`src/rtl/noc_flit_sink.sv`:
```
// NoC link ejection endpoint: buffers incoming flits and presents them as an
// AXI-Stream master, returning one credit upstream per flit drained.

module noc_flit_sink_entry #(
    parameter int W = 1
) (
    input  logic         clk_noc,
    input  logic         rst,
    input  logic         we,
    input  logic [W-1:0] d,
    output logic [W-1:0] q
);
    logic [W-1:0] q_d, q_q;

    always_comb begin
        q_d = q_q;
        if (we) q_d = d;
    end

    always_ff @(posedge clk_noc or posedge rst) begin
        if (rst) q_q <= '0;
        else     q_q <= q_d;
    end

    assign q = q_q;
endmodule

module noc_flit_sink #(
    parameter int FLIT_WIDTH   = 32,
    parameter int TID_WIDTH    = 2,
    parameter int TDEST_WIDTH  = 4,
    parameter int DEST_WIDTH   = TID_WIDTH + TDEST_WIDTH,
    parameter int BUFFER_DEPTH = 4,
    parameter int PTR_WIDTH    = 2
) (
    input  logic                   clk_noc,
    input  logic                   rst,
    input  logic [FLIT_WIDTH-1:0]  data_in,
    input  logic [DEST_WIDTH-1:0]  dest_in,
    input  logic                   is_tail_in,
    input  logic                   send_in,
    output logic                   credit_out,
    output logic                   axis_out_tvalid,
    input  logic                   axis_out_tready,
    output logic [FLIT_WIDTH-1:0]  axis_out_tdata,
    output logic                   axis_out_tlast,
    output logic [TID_WIDTH-1:0]   axis_out_tid,
    output logic [TDEST_WIDTH-1:0] axis_out_tdest,
    output logic                   overflow_err,
    output logic [15:0]            pkt_count
);
    localparam int ENT_W = FLIT_WIDTH + DEST_WIDTH + 1;

    typedef struct packed {
        logic [FLIT_WIDTH-1:0] data;
        logic [DEST_WIDTH-1:0] dest;
        logic                  tail;
    } flit_t;

    logic [PTR_WIDTH-1:0] wr_ptr_d, wr_ptr_q;
    logic [PTR_WIDTH-1:0] rd_ptr_d, rd_ptr_q;
    logic [PTR_WIDTH:0]   count_d, count_q;
    logic                 credit_d, credit_q;
    logic                 overflow_d, overflow_q;
    logic [15:0]          pkt_d, pkt_q;

    logic [BUFFER_DEPTH-1:0][ENT_W-1:0] ent_q;
    logic [BUFFER_DEPTH-1:0]            ent_we;
    flit_t                              wr_flit, head;
    logic                               full, pop, push_ok;

    assign wr_flit = '{data: data_in, dest: dest_in, tail: is_tail_in};
    assign head    = flit_t'(ent_q[rd_ptr_q]);

    // Depth is a power of two, so the count MSB alone marks the full state.
    assign full    = count_q[PTR_WIDTH];
    assign pop     = (count_q != '0) && axis_out_tready;
    assign push_ok = send_in && (!full || pop);

    genvar i;
    generate
        for (i = 0; i < BUFFER_DEPTH; i++) begin : g_ent
            assign ent_we[i] = push_ok && (wr_ptr_q == PTR_WIDTH'(i));
            noc_flit_sink_entry #(.W(ENT_W)) u_ent (
                .clk_noc (clk_noc),
                .rst     (rst),
                .we      (ent_we[i]),
                .d       (wr_flit),
                .q       (ent_q[i])
            );
        end
    endgenerate

    always_comb begin
        wr_ptr_d   = wr_ptr_q;
        rd_ptr_d   = rd_ptr_q;
        count_d    = count_q;
        credit_d   = pop;
        overflow_d = overflow_q;
        pkt_d      = pkt_q;
        if (push_ok) wr_ptr_d = wr_ptr_q + 1'b1;
        if (pop)     rd_ptr_d = rd_ptr_q + 1'b1;
        case ({push_ok, pop})
            2'b10:   count_d = count_q + 1'b1;
            2'b01:   count_d = count_q - 1'b1;
            default: count_d = count_q;
        endcase
        // A dropped push leaves every pointer alone; only the sticky flag moves.
        if (send_in && full && !pop) overflow_d = 1'b1;
        if (pop && head.tail)        pkt_d = pkt_q + 16'd1;
    end

    always_ff @(posedge clk_noc or posedge rst) begin
        if (rst) begin
            wr_ptr_q   <= '0;
            rd_ptr_q   <= '0;
            count_q    <= '0;
            credit_q   <= 1'b0;
            overflow_q <= 1'b0;
            pkt_q      <= '0;
        end else begin
            wr_ptr_q   <= wr_ptr_d;
            rd_ptr_q   <= rd_ptr_d;
            count_q    <= count_d;
            credit_q   <= credit_d;
            overflow_q <= overflow_d;
            pkt_q      <= pkt_d;
        end
    end

    assign credit_out      = credit_q;
    assign axis_out_tvalid = (count_q != '0);
    assign axis_out_tdata  = head.data;
    assign axis_out_tlast  = head.tail;
    assign axis_out_tid    = head.dest[DEST_WIDTH-1:TDEST_WIDTH];
    assign axis_out_tdest  = head.dest[TDEST_WIDTH-1:0];
    assign overflow_err    = overflow_q;
    assign pkt_count       = pkt_q;
endmodule

```
`config.mk`:
```
export PLATFORM = sky130hd
export DESIGN_NAME = noc_flit_sink
export DESIGN_NICKNAME = d
export VERILOG_FILES = /design/src/rtl/noc_flit_sink.sv
export SDC_FILE = /design/constraint.sdc
export NUM_CORES = 1
export LEC_CHECK = 0
export CAP_MARGIN = 15
export CELL_PAD_IN_SITES_DETAIL_PLACEMENT = 1
export CELL_PAD_IN_SITES_GLOBAL_PLACEMENT = 1
export CORE_ASPECT_RATIO = 2
export CORE_MARGIN = 5
export CORE_UTILIZATION = 47
export CTS_CLUSTER_SIZE = 24
export DETAILED_ROUTE_END_ITERATION = 6
export PLACE_DENSITY = 0.87
export SLEW_MARGIN = 0
export SYNTH_ARGS = -nofsm -noshare
export SYNTH_HDL_FRONTEND = slang
export SYNTH_SLANG_ARGS = --single-unit
```
`constraint.sdc`:
```
create_clock -name clk_noc -period 8.6 [get_ports clk_noc]
set_clock_uncertainty 0.05 [all_clocks]
set_input_delay 1.72 -clock clk_noc [delete_from_list [all_inputs] [get_ports clk_noc]]
set_output_delay 1.72 -clock clk_noc [all_outputs]
set_load 0.03 [all_outputs]
```
======== After elaboration in Yosys (flattened, before gate mapping) ========
Cells that the tools add are included.
operators by class
  eq/ne operators ......................... 5
  muxes and demuxes ....................... 3
  add/sub/neg operators ................... 5
  reduce and logical (&&, ||, !) cells .... 15
  $lt $le $gt $ge ......................... 1
operators with widths
  kind                                                                    number
  39-bit binary-select mux with 2-bit select                              1
  39-bit 2-to-1 mux                                                       1
  16-bit by 1-bit adder with 16-bit output (second input constant)        1
  1-bit logical AND                                                       9
  2-bit equality test (second input constant)                             3
  3-bit one-hot mux with 2 select lines                                   1
  2-bit by 1-bit adder with 2-bit output (second input constant)          2
  2-bit by 1-bit equality test with 1-bit output (second input constant)  2
  3-bit by 1-bit adder with 3-bit output (second input constant)          1
  2-bit by 3-bit < comparator with 1-bit output (second input constant)   1
  3-bit nonzero test                                                      1
  3-bit by 1-bit subtractor with 3-bit output (second input constant)     1
  1-bit logical NOT                                                       2
  2-bit logical NOT                                                       1
  2-bit nonzero test                                                      1
  1-bit logical OR                                                        1
word-level totals
  bits in registers ....................... 181
  input port bits ......................... 43

======== Depth between registers and ports, before layout ========
Gate-level depths: netlist (run 1).
  depth in word-level cells ............... 6
  depth in mapped cells ................... 10
  mapped depth without buffers ............ 9

======== Cells and area by module ========
Synthesis (run 1) repeated with hierarchy kept, for this count alone.
second synthesis, totals
  cell total of the unflattened synthesis .. 488
  area, all modules ....................... 8115.3 um^2
modules (own cells, without submodules)
  module               area each (um^2)  times used  cells an instance
  noc_flit_sink_entry  1497.7            4           83
  noc_flit_sink        2124.5            1           156

======== Worst setup path before layout (run 1) ========
Ideal clock, no wire load.
  path kind ............................... register to output
  from .................................... reg rd_ptr_q[1]
  to ...................................... out axis_out_tdata[23]
  stages on the path, launching flop included .. 4
  data required time ...................... 6.830 ns
  slack ................................... 5.298 ns
  buffers on the path ..................... 2
  data arrival time ....................... 1.532 ns
  path through ............................ dfrtp_1 > buf_4 > buf_2 > mux4_2
between the ends
  cells in the longest elaborated chain, start to end .. 2
ends and longest elaborated chain
  element                                     RTL line  RTL
  from (decl)                                 61        logic [PTR_WIDTH-1:0] rd_ptr_d, rd_ptr_q;
  from (signal assigned)                      123       rd_ptr_q <= rd_ptr_d;
  39-bit binary-select mux with 2-bit select  73        assign head = flit_t'(ent_q[rd_ptr_q]);
  39-bit 2-to-1 mux (not written as such)     73
  to (decl)                                   45        output logic [FLIT_WIDTH-1:0] axis_out_tdata,
No other way between the ends. The select of a mux whose other input is x is not followed.

======== Worst setup path in the final report (run 1) ========
  from .................................... reg rd_ptr_q[1]
  to ...................................... out axis_out_tdata[3]
Same word-level chain as after synthesis.

==> results.yml, run 1 <==
run_status:
  status: "finished clean"
cts:
  cts_max_path_buffers: 2
  post_cts_resized: 0
  cts_tree: "done"
  postCtsHoldBufs: 0
  post-cts-setup-buffer-count: 0
  insertion_delay_ps: 430
  cts_root_buffer: "clkbuf_16"
  cts.sinks: 181
  numCtsBuffers: 17
  cts.reportedPaths.clkPinSlew_ps: 70
  htree_num_levels: 4
power_and_ir_drop:
  leakage_nw: 4.07
  power_density_mw_per_mm2: 444
  max-vdd-ir-drop_mv: 0.286
placement:
  port_buffers: 100
  hpwlAfterDp_um: 10700
  placed_cells: 769
  globalplace.congestion: 0.705
  post-place-ws_ps: 4300
synthesis:
  ys_warn_count: 0
  synth_fp_nets: 536
  synthXorXnorAreaFrac_pct: 2.33
  ys_seq_area_share_pct: 57.5
  synthSimpleGateAreaFrac_pct: 2.59
  synth_area_leaders: "dfrtp_1, mux2_2, mux4_2"
  ys_types: 28
  synth_top_area_share_pct: 57.5
  syn_avg_cell_area_um2: 16.2
  synth-seq-cells: 181
  synth-adder-area-share_pct: 1.21
  synth_top_family_by_area: "multiplexers"
  synthMuxAreaShare_pct: 33.6
  synth_top_cell_by_area: "dfrtp_1"
  synth-compound-area-share_pct: 0.270
  syn-cell-area_mm2: 0.00788
  netlist_instances: 486
drt:
  dr.pass1.iters: 4
  viasPerCell: 5.63
  drt_iter0_markers: 138
  vias: 4514
  antenna_left: 0
  drcViolationCount: 0
  routed_wl_um: 18000
  wl_per_cell_um: 22.4
critical_path:
  path_max_fanout: 28
  cp-start-kind: "register"
  ff2ff_path_depth: 4
  required_ps: 6830
  crit_type: "register to output port"
  arrival_ps: 2900
  timing.rr.end: "g_ent[0].u_ent.q[36]"
  endpoint_kind: "output port"
  r2r_start: "count_q[2]"
  rrSetupSlack_ps: 6150
min_path:
  hold_depth: 1
  hold_end: "pkt_count[15]"
  min_from: "pkt_count[15]"
  hold_path.class: "register to register"
grt:
  grt_usage_pct: 20.0
  first_global_vias: 5351
  antenna_found_initial: 0
  grt_max_degree: 95
  grt.overflow.total: 0
  grt_pass1_wl_um: 29700
finish:
  antenna_cells: 0
  drive_gt1_share_pct: 40.2
  nNetsFinal: 632
  final_util_pct: 58.1
  area_delta_synth_final_pct: 22.5
  final_cells: 802
die:
  die_h_um: 193
  dieWidth_um: 102
  dieArea_mm2: 0.0196
  initial_utilization_pct: 47.5
  rows: 67
  core_area_mm2: 0.0166
  io_pins: 101
sta:
  whs_ps: 428
  maxSlewViolCount: 0
  fin_crit_sh_pct: 54.3
  setup-violations-final: 0
  rsz0062_at_grt: "no"
  max_freq_ghz: 0.214
  tns_ps: 0
  min_period_ps: 4670
  max-slew-margin-rel_pct: 23.0
  worst_pin_slew_ps: 1150
  timing.final.ws_setup_ps: 3930
  hold_violations: 0
job:
  drv_cap: 0
power by group:
group / switching, mW / internal [mW]
logic: 0.905 / 1.03
clock network: 0.345 / 0.450
registers: 0.294 / 1.26
metal layers:
metal	wire [µm]	vias to the layer above	global-route usage (%)
met5	0	-	0
met2	9590	123	34.0
met3	893	25	4.68
li1	-	1962	-
met1	7180	2404	25.3
met4	311	0	6.04
logic make-up (layout without fill, tap and decap cells):
kind of cell             count (synthesis)  in the layout
multiplexers                           196            196
flip-flops                             181            181
AND/OR/NAND/NOR                         39             39
buffers and inverters                   39            148
XOR/XNOR                                21             21
adder cells (fa/ha/maj)                  7              7
AO/OA/AOI/OAI                            3              3
state kept, by name, indices dropped and copies added (netlist names):
name,count
wr_ptr_q,2
g_ent.u_ent.q,156
rd_ptr_q,2
pkt_count,16
credit_out,1
overflow_err,1
count_q,3
metrics by stage:
| step | total power [mW] | cell area (µm²) |
|---|---|---|
| finish | 4.29 | 9650 |
| global route | 4.51 | 9650 |
| CTS | 4.34 | 9620 |
| detailed placement | 3.49 | 9020 |
| global placement | 3.40 | 9020 |
| floorplan | 2.82 | 7880 |
placed cells by master, fill, tap and decap left out, types with 2 or more instances in the layout:
master           instances
nand2_1                 10
nand3_1                  2
buf_4                    3
xor2_1                   8
dfrtp_1                179
clkbuf_16               17
bufinv_16                2
or3_1                    2
clkdlybuf4s50_1        100
nand2_2                  4
mux2_2                 156
nor3_1                   6
clkinvlp_4               2
inv_6                    7
dfrtp_2                  2
nand4_1                  4
clkbuf_8                 2
nor2_1                   3
and2_1                   2
inv_1                   11
ha_1                     6
and3_1                   2
xnor2_1                 13
mux4_2                  39
worst max-delay path: stages, from the launching register on:
cell and delay [ps]:
dfrtp_2 630, buf_4 580, mux4_2 600, clkdlybuf4s50_1 640
worst max-delay path by stage:
stage | slack (ps) | start | depth (start not counted) | to
2_1_floorplan | 1910 | rst | 1 | count_q[0]
3_3_place_gp | 4330 | rd_ptr_q[1] | 3 | axis_out_tdata[18]
3_5_place_dp | 4300 | rd_ptr_q[1] | 3 | axis_out_tdata[19]
4_1_cts | 3840 | rd_ptr_q[1] | 3 | axis_out_tdata[3]
5_1_grt | 3730 | rd_ptr_q[1] | 3 | axis_out_tdata[3]
6_report | 3930 | rd_ptr_q[1] | 3 | axis_out_tdata[3]
final cells by class:
type | instances | area (µm²)
tap | 207 | 259
multi-input combinational | 266 | 3160
clock inverter | 12 | 141
sequential | 181 | 4530
timing repair buffer | 104 | 1050
clock buffer | 20 | 457
inverter | 12 | 50.0
fill | 1527 | 6950
cell usage after synthesis (all sizes together):
library cell,instances
dfrtp,181
mux2,156
mux4,39
buf,25
nand2,14
xnor2,13
inv,12
xor2,8
ha,6
nor3,6
nand4,4
nand3,3
nor2,3
and2,2
and3,2
clkbuf,2
or3,2
and4,1
fa,1
mux2i,1
nand2b,1
nor4,1
o21ai,1
o21bai,1
o31a,1
Power figures use the tool's default switching activity.
==> run 2: changes to the inputs <==
- clock period: 8.6 -> 4.4 ns (I/O delays scaled with it)
==> run 2 against run 1 <==
Against the previous run:
- register-to-register slack worse by 4000 ps
- worst setup slack worse by 3000 ps
- total power is 91% higher
- utilization up 0.060 points
- highest routed layer unchanged
==> results.yml, run 2 (synthesis results as in run 1) <==
critical_path:
  rrSetupSlack_ps: 2130
  crit_path_cell_trace: "buf_4, mux4_2, clkdlybuf4s50_1"
  crit_type: "register to output port"
  worst_path_max_delay_cell: "dfrtp_2"
  arrival_ps: 2590
  critPathTopFamily: "buffers and inverters"
  endpoint_kind: "output port"
  cp-startpoint: "rd_ptr_q[0]"
  required_ps: 3470
  path_max_fanout: 24
  cp-start-kind: "register"
  timing.rr.end: "g_ent[2].u_ent.q[1]"
  crit_cells: 3
  r2r_start: "count_q[2]"
  crit_path_max_incr_delay_ps: 830
  worst-path-buf-inv: 2
  ff2ff_path_depth: 5
die:
  core_area_mm2: 0.0166
  dieArea_mm2: 0.0196
  dieWidth_um: 102
  rows: 67
  io_pins: 101
  die_h_um: 193
  initial_utilization_pct: 47.5
finish:
  drive_gt1_share_pct: 41.2
  antenna_cells: 0
  nNetsFinal: 641
  area_delta_synth_final_pct: 22.6
  final_common_cell: "dfrtp_1"
  largest_register_ff_count: 156
  most-common-layout-cells: "dfrtp_1, mux2_2, clkdlybuf4s50_1, mux4_2, clkbuf_16"
  fill_cells: 1548
min_path:
  hold_end: "pkt_count[15]"
  hold_depth: 1
  hold_path.class: "register to register"
  min_from: "pkt_count[15]"
cts:
  cts.reportedPaths.clkPinSlew_ps: 70
  insertion_delay_ps: 420
  post_cts_resized: 0
  htree_num_levels: 4
  cts_tree: "done"
  cts_root_buffer: "clkbuf_16"
  cts.sinks: 181
  cts_max_path_buffers: 2
  post-cts-setup-buffer-count: 0
  postCtsHoldBufs: 0
  numCtsBuffers: 17
sta:
  whs_ps: 444
  worst_pin_slew_ps: 705
  hold_violations: 0
  setup-violations-final: 0
  min_period_ps: 3520
  max-slew-margin-rel_pct: 53.0
  max_freq_ghz: 0.284
  fin_crit_sh_pct: 79.9
  maxSlewViolCount: 0
  tns_ps: 0
  rsz0062_at_grt: "no"
placement:
  globalplace.congestion: 0.702
  port_buffers: 100
  hpwlAfterDp_um: 11500
drt:
  drcViolationCount: 0
  vias: 4509
  viasPerCell: 5.56
  wl_per_cell_um: 21.2
  dr.pass1.iters: 4
  routed_wl_um: 17200
  antenna_left: 0
  drt_iter0_markers: 102
run_status:
  status: "finished clean"
job:
  drv_cap: 0
power_and_ir_drop:
  leakage_nw: 4.08
  max-vdd-ir-drop_mv: 0.565
  power_density_mw_per_mm2: 846
grt:
  grt_pass1_wl_um: 28500
  first_global_vias: 5205
  grt_max_degree: 103
  antenna_found_initial: 0
  grt.overflow.total: 0
  grt_usage_pct: 19.0
## run 2: cell type report
class	instances	area (µm²)	area share, %
Clock buffer	17	425	4.40
Clock inverter	15	109	1.13
Inverter	12	48.8	0.505
Multi-Input combinational cell	266	3160	32.7
Sequential cell	181	4530	46.9
Tap cell	207	259	2.68
Timing Repair Buffer	113	1120	11.6
## run 2: how the worst max path moves through the flow
| stage | endpoint |
|---|---|
| 6_report | axis_out_tdata[11] |
| 5_1_grt | axis_out_tdata[25] |
| 4_1_cts | axis_out_tdata[25] |
| 3_5_place_dp | g_ent[2].u_ent.q[4] |
| 3_3_place_gp | g_ent[2].u_ent.q[8] |
| 2_1_floorplan | count_q[0] |
## run 2: worst reg2reg max path: cells and delay by family (launching register included)
family / cells / cell delay, ps
multiplexers: 1 / 380
buffers and inverters: 1 / 400
flip-flops: 1 / 410
AND/OR/NAND/NOR: 3 / 900
## run 2: power by group
part | switching, mW | internal, mW | total [mW]
Clock | 0.647 | 0.725 | 1.37
Sequential | 0.518 | 2.46 | 2.98
Combinational | 1.78 | 2.04 | 3.82
## run 2: routing by layer
layer / GRT usage, % / share of wire, %
met5: 0 / 0
met2: 32.4 / 53
met4: 5.84 / 1.3
met3: 4.18 / 4.9
met1: 24.2 / 41
## run 2: stage by stage
step | instance area (µm²) | power (mW) | util [%] | setup WS (ps) | cells
after floorplan | 7880 | 5.52 | - | 1150 | 486
after global placement | 9130 | 6.69 | 55.0 | 1190 | 779
after detailed placement | 9130 | 6.87 | 55.0 | 1110 | 779
after CTS | 9660 | 8.31 | 58.2 | 833 | 811
after global routing | 9660 | 8.66 | 58.2 | 767 | 811
final | 9660 | 8.18 | 58.2 | 884 | 811
==> run 3: changes to the inputs <==
- clock period: 4.4 -> 3.3 ns (I/O delays scaled with it)
==> run 3 against run 2 <==
Against the previous run:
- highest routed layer unchanged
- via count down 0.13%
- total power rose by 36%
- sequential power is 34% higher
- register-to-register slack lost 920 ps
- sequential share of layout area down 0.36 points
- critical endpoint is now axis_out_tdata[30]
==> results.yml, run 3 (synthesis results as in run 1) <==
run_status:
  status: "finished clean"
sta:
  maxSlewViolCount: 0
  max_freq_ghz: 0.316
  max-slew-margin-rel_pct: 54.1
  fin_crit_sh_pct: 95.9
  rsz0062_at_grt: "no"
  setup-violations-final: 0
  tns_ps: 0
  min_period_ps: 3170
  worst_pin_slew_ps: 688
  timing.final.ws_setup_ps: 134
  hold_violations: 0
drt:
  wl_per_cell_um: 22.2
  drt_iter0_markers: 101
  drcViolationCount: 0
  antenna_left: 0
  vias: 4503
  dr.pass1.iters: 4
  viasPerCell: 5.53
  routed_wl_um: 18100
placement:
  port_buffers: 100
  post-place-ws_ps: 423
  hpwlAfterDp_um: 12100
  placed_area_mm2: 0.00919
  globalplace.congestion: 0.728
cts:
  post_cts_resized: 0
  cts_max_path_buffers: 2
  numCtsBuffers: 17
  postCtsHoldBufs: 0
  htree_num_levels: 4
  cts_tree: "done"
  insertion_delay_ps: 430
  cts_root_buffer: "clkbuf_16"
  cts.reportedPaths.clkPinSlew_ps: 70
  cts.sinks: 181
finish:
  final_util_pct: 58.6
  area_delta_synth_final_pct: 23.6
  fill_cells: 1540
  drive_gt1_share_pct: 41.3
  nNetsFinal: 645
  final_common_cell: "dfrtp_1"
  final_cell_area_mm2: 0.00973
  most-common-layout-cells: "dfrtp_1, mux2_2, clkdlybuf4s50_1, mux4_2, clkbuf_16"
  antenna_cells: 0
  largest_register_ff_count: 156
critical_path:
  arrival_ps: 2460
  cp-start-kind: "register"
  ff2ff_path_depth: 9
  crit_type: "register to output port"
  required_ps: 2590
  r2r_start: "count_q[2]"
  path_max_fanout: 13
  endpoint_kind: "output port"
  rrSetupSlack_ps: 1210
  timing.rr.end: "count_q[2]"
die:
  rows: 67
  dieWidth_um: 102
  die_h_um: 193
  core_area_mm2: 0.0166
  io_pins: 101
  dieArea_mm2: 0.0196
  initial_utilization_pct: 47.5
grt:
  antenna_found_initial: 0
  grt_pass1_wl_um: 30200
  grt_usage_pct: 20.1
  first_global_vias: 5428
  grt.overflow.total: 0
  grt_max_degree: 55
power_and_ir_drop:
  power_density_mw_per_mm2: 1140
  leakage_nw: 4.12
  max-vdd-ir-drop_mv: 0.671
job:
  drv_cap: 0
min_path:
  hold_end: "overflow_err"
  min_from: "overflow_err"
  hold_path.class: "register to register"
  hold_depth: 1
==> run 3: metal layers <==
layer / track usage [%] / up-vias / wire length, µm
met5: 0 / - / 0
met4: 6.40 / 0 / 267
met3: 3.82 / 20 / 799
met2: 35.3 / 100 / 9790
met1: 25.0 / 2402 / 7270
li1: - / 1981 / -
==> run 3: layout make-up <==
cell class                 instances  area, µm²  area share (%)
sequential                       181       4530            46.6
multi-input combinational        266       3160            32.5
timing repair buffer             117       1200            12.3
clock buffer                      19        433            4.45
tap                              207        259            2.66
clock inverter                    13        100            1.03
inverter                          12       48.8           0.501
==> run 3: timing repair <==
item	in CTS	in global routing
setup endpoints to repair	12	0
hold endpoints to repair	0	0
buffers inserted	1	0
==> run 3: metrics by stage <==
stage,hold WS [ps],std cells,power (mW)
2_1_floorplan,424,486,7.36
3_3_place_gp,412,782,8.98
3_5_place_dp,413,782,9.25
4_1_cts,433,815,11.2
5_1_grt,456,815,11.7
6_report,428,815,11.1
==> run 3: how the worst max path moves through the flow <==
stage	start	to	slack (ps)	cells past startpoint
floorplan	rst	count_q[0]	270	1
global placement	rd_ptr_q[1]	axis_out_tdata[14]	460	3
detailed placement	axis_out_tready	count_q[2]	420	10
CTS	rd_ptr_q[1]	axis_out_tdest[2]	80	3
global route	rd_ptr_q[1]	axis_out_tdest[0]	30	3
finish	rd_ptr_q[1]	axis_out_tdata[30]	130	3
==> run 3: worst max-delay path: stages (launching register included) <==
cell             delay (ps)
dfrtp_4                 660
buf_8                   240
mux4_2                  530
clkdlybuf4s50_1         610
==> run 3: report_power, final <==
| group | switching (mW) | total (mW) | leakage [nW] | internal (mW) |
|---|---|---|---|---|
| Clock | 0.900 | 1.87 | 0.258 | 0.975 |
| Sequential | 0.714 | 4.00 | 2.15 | 3.29 |
| Combinational | 2.45 | 5.24 | 1.71 | 2.79 |
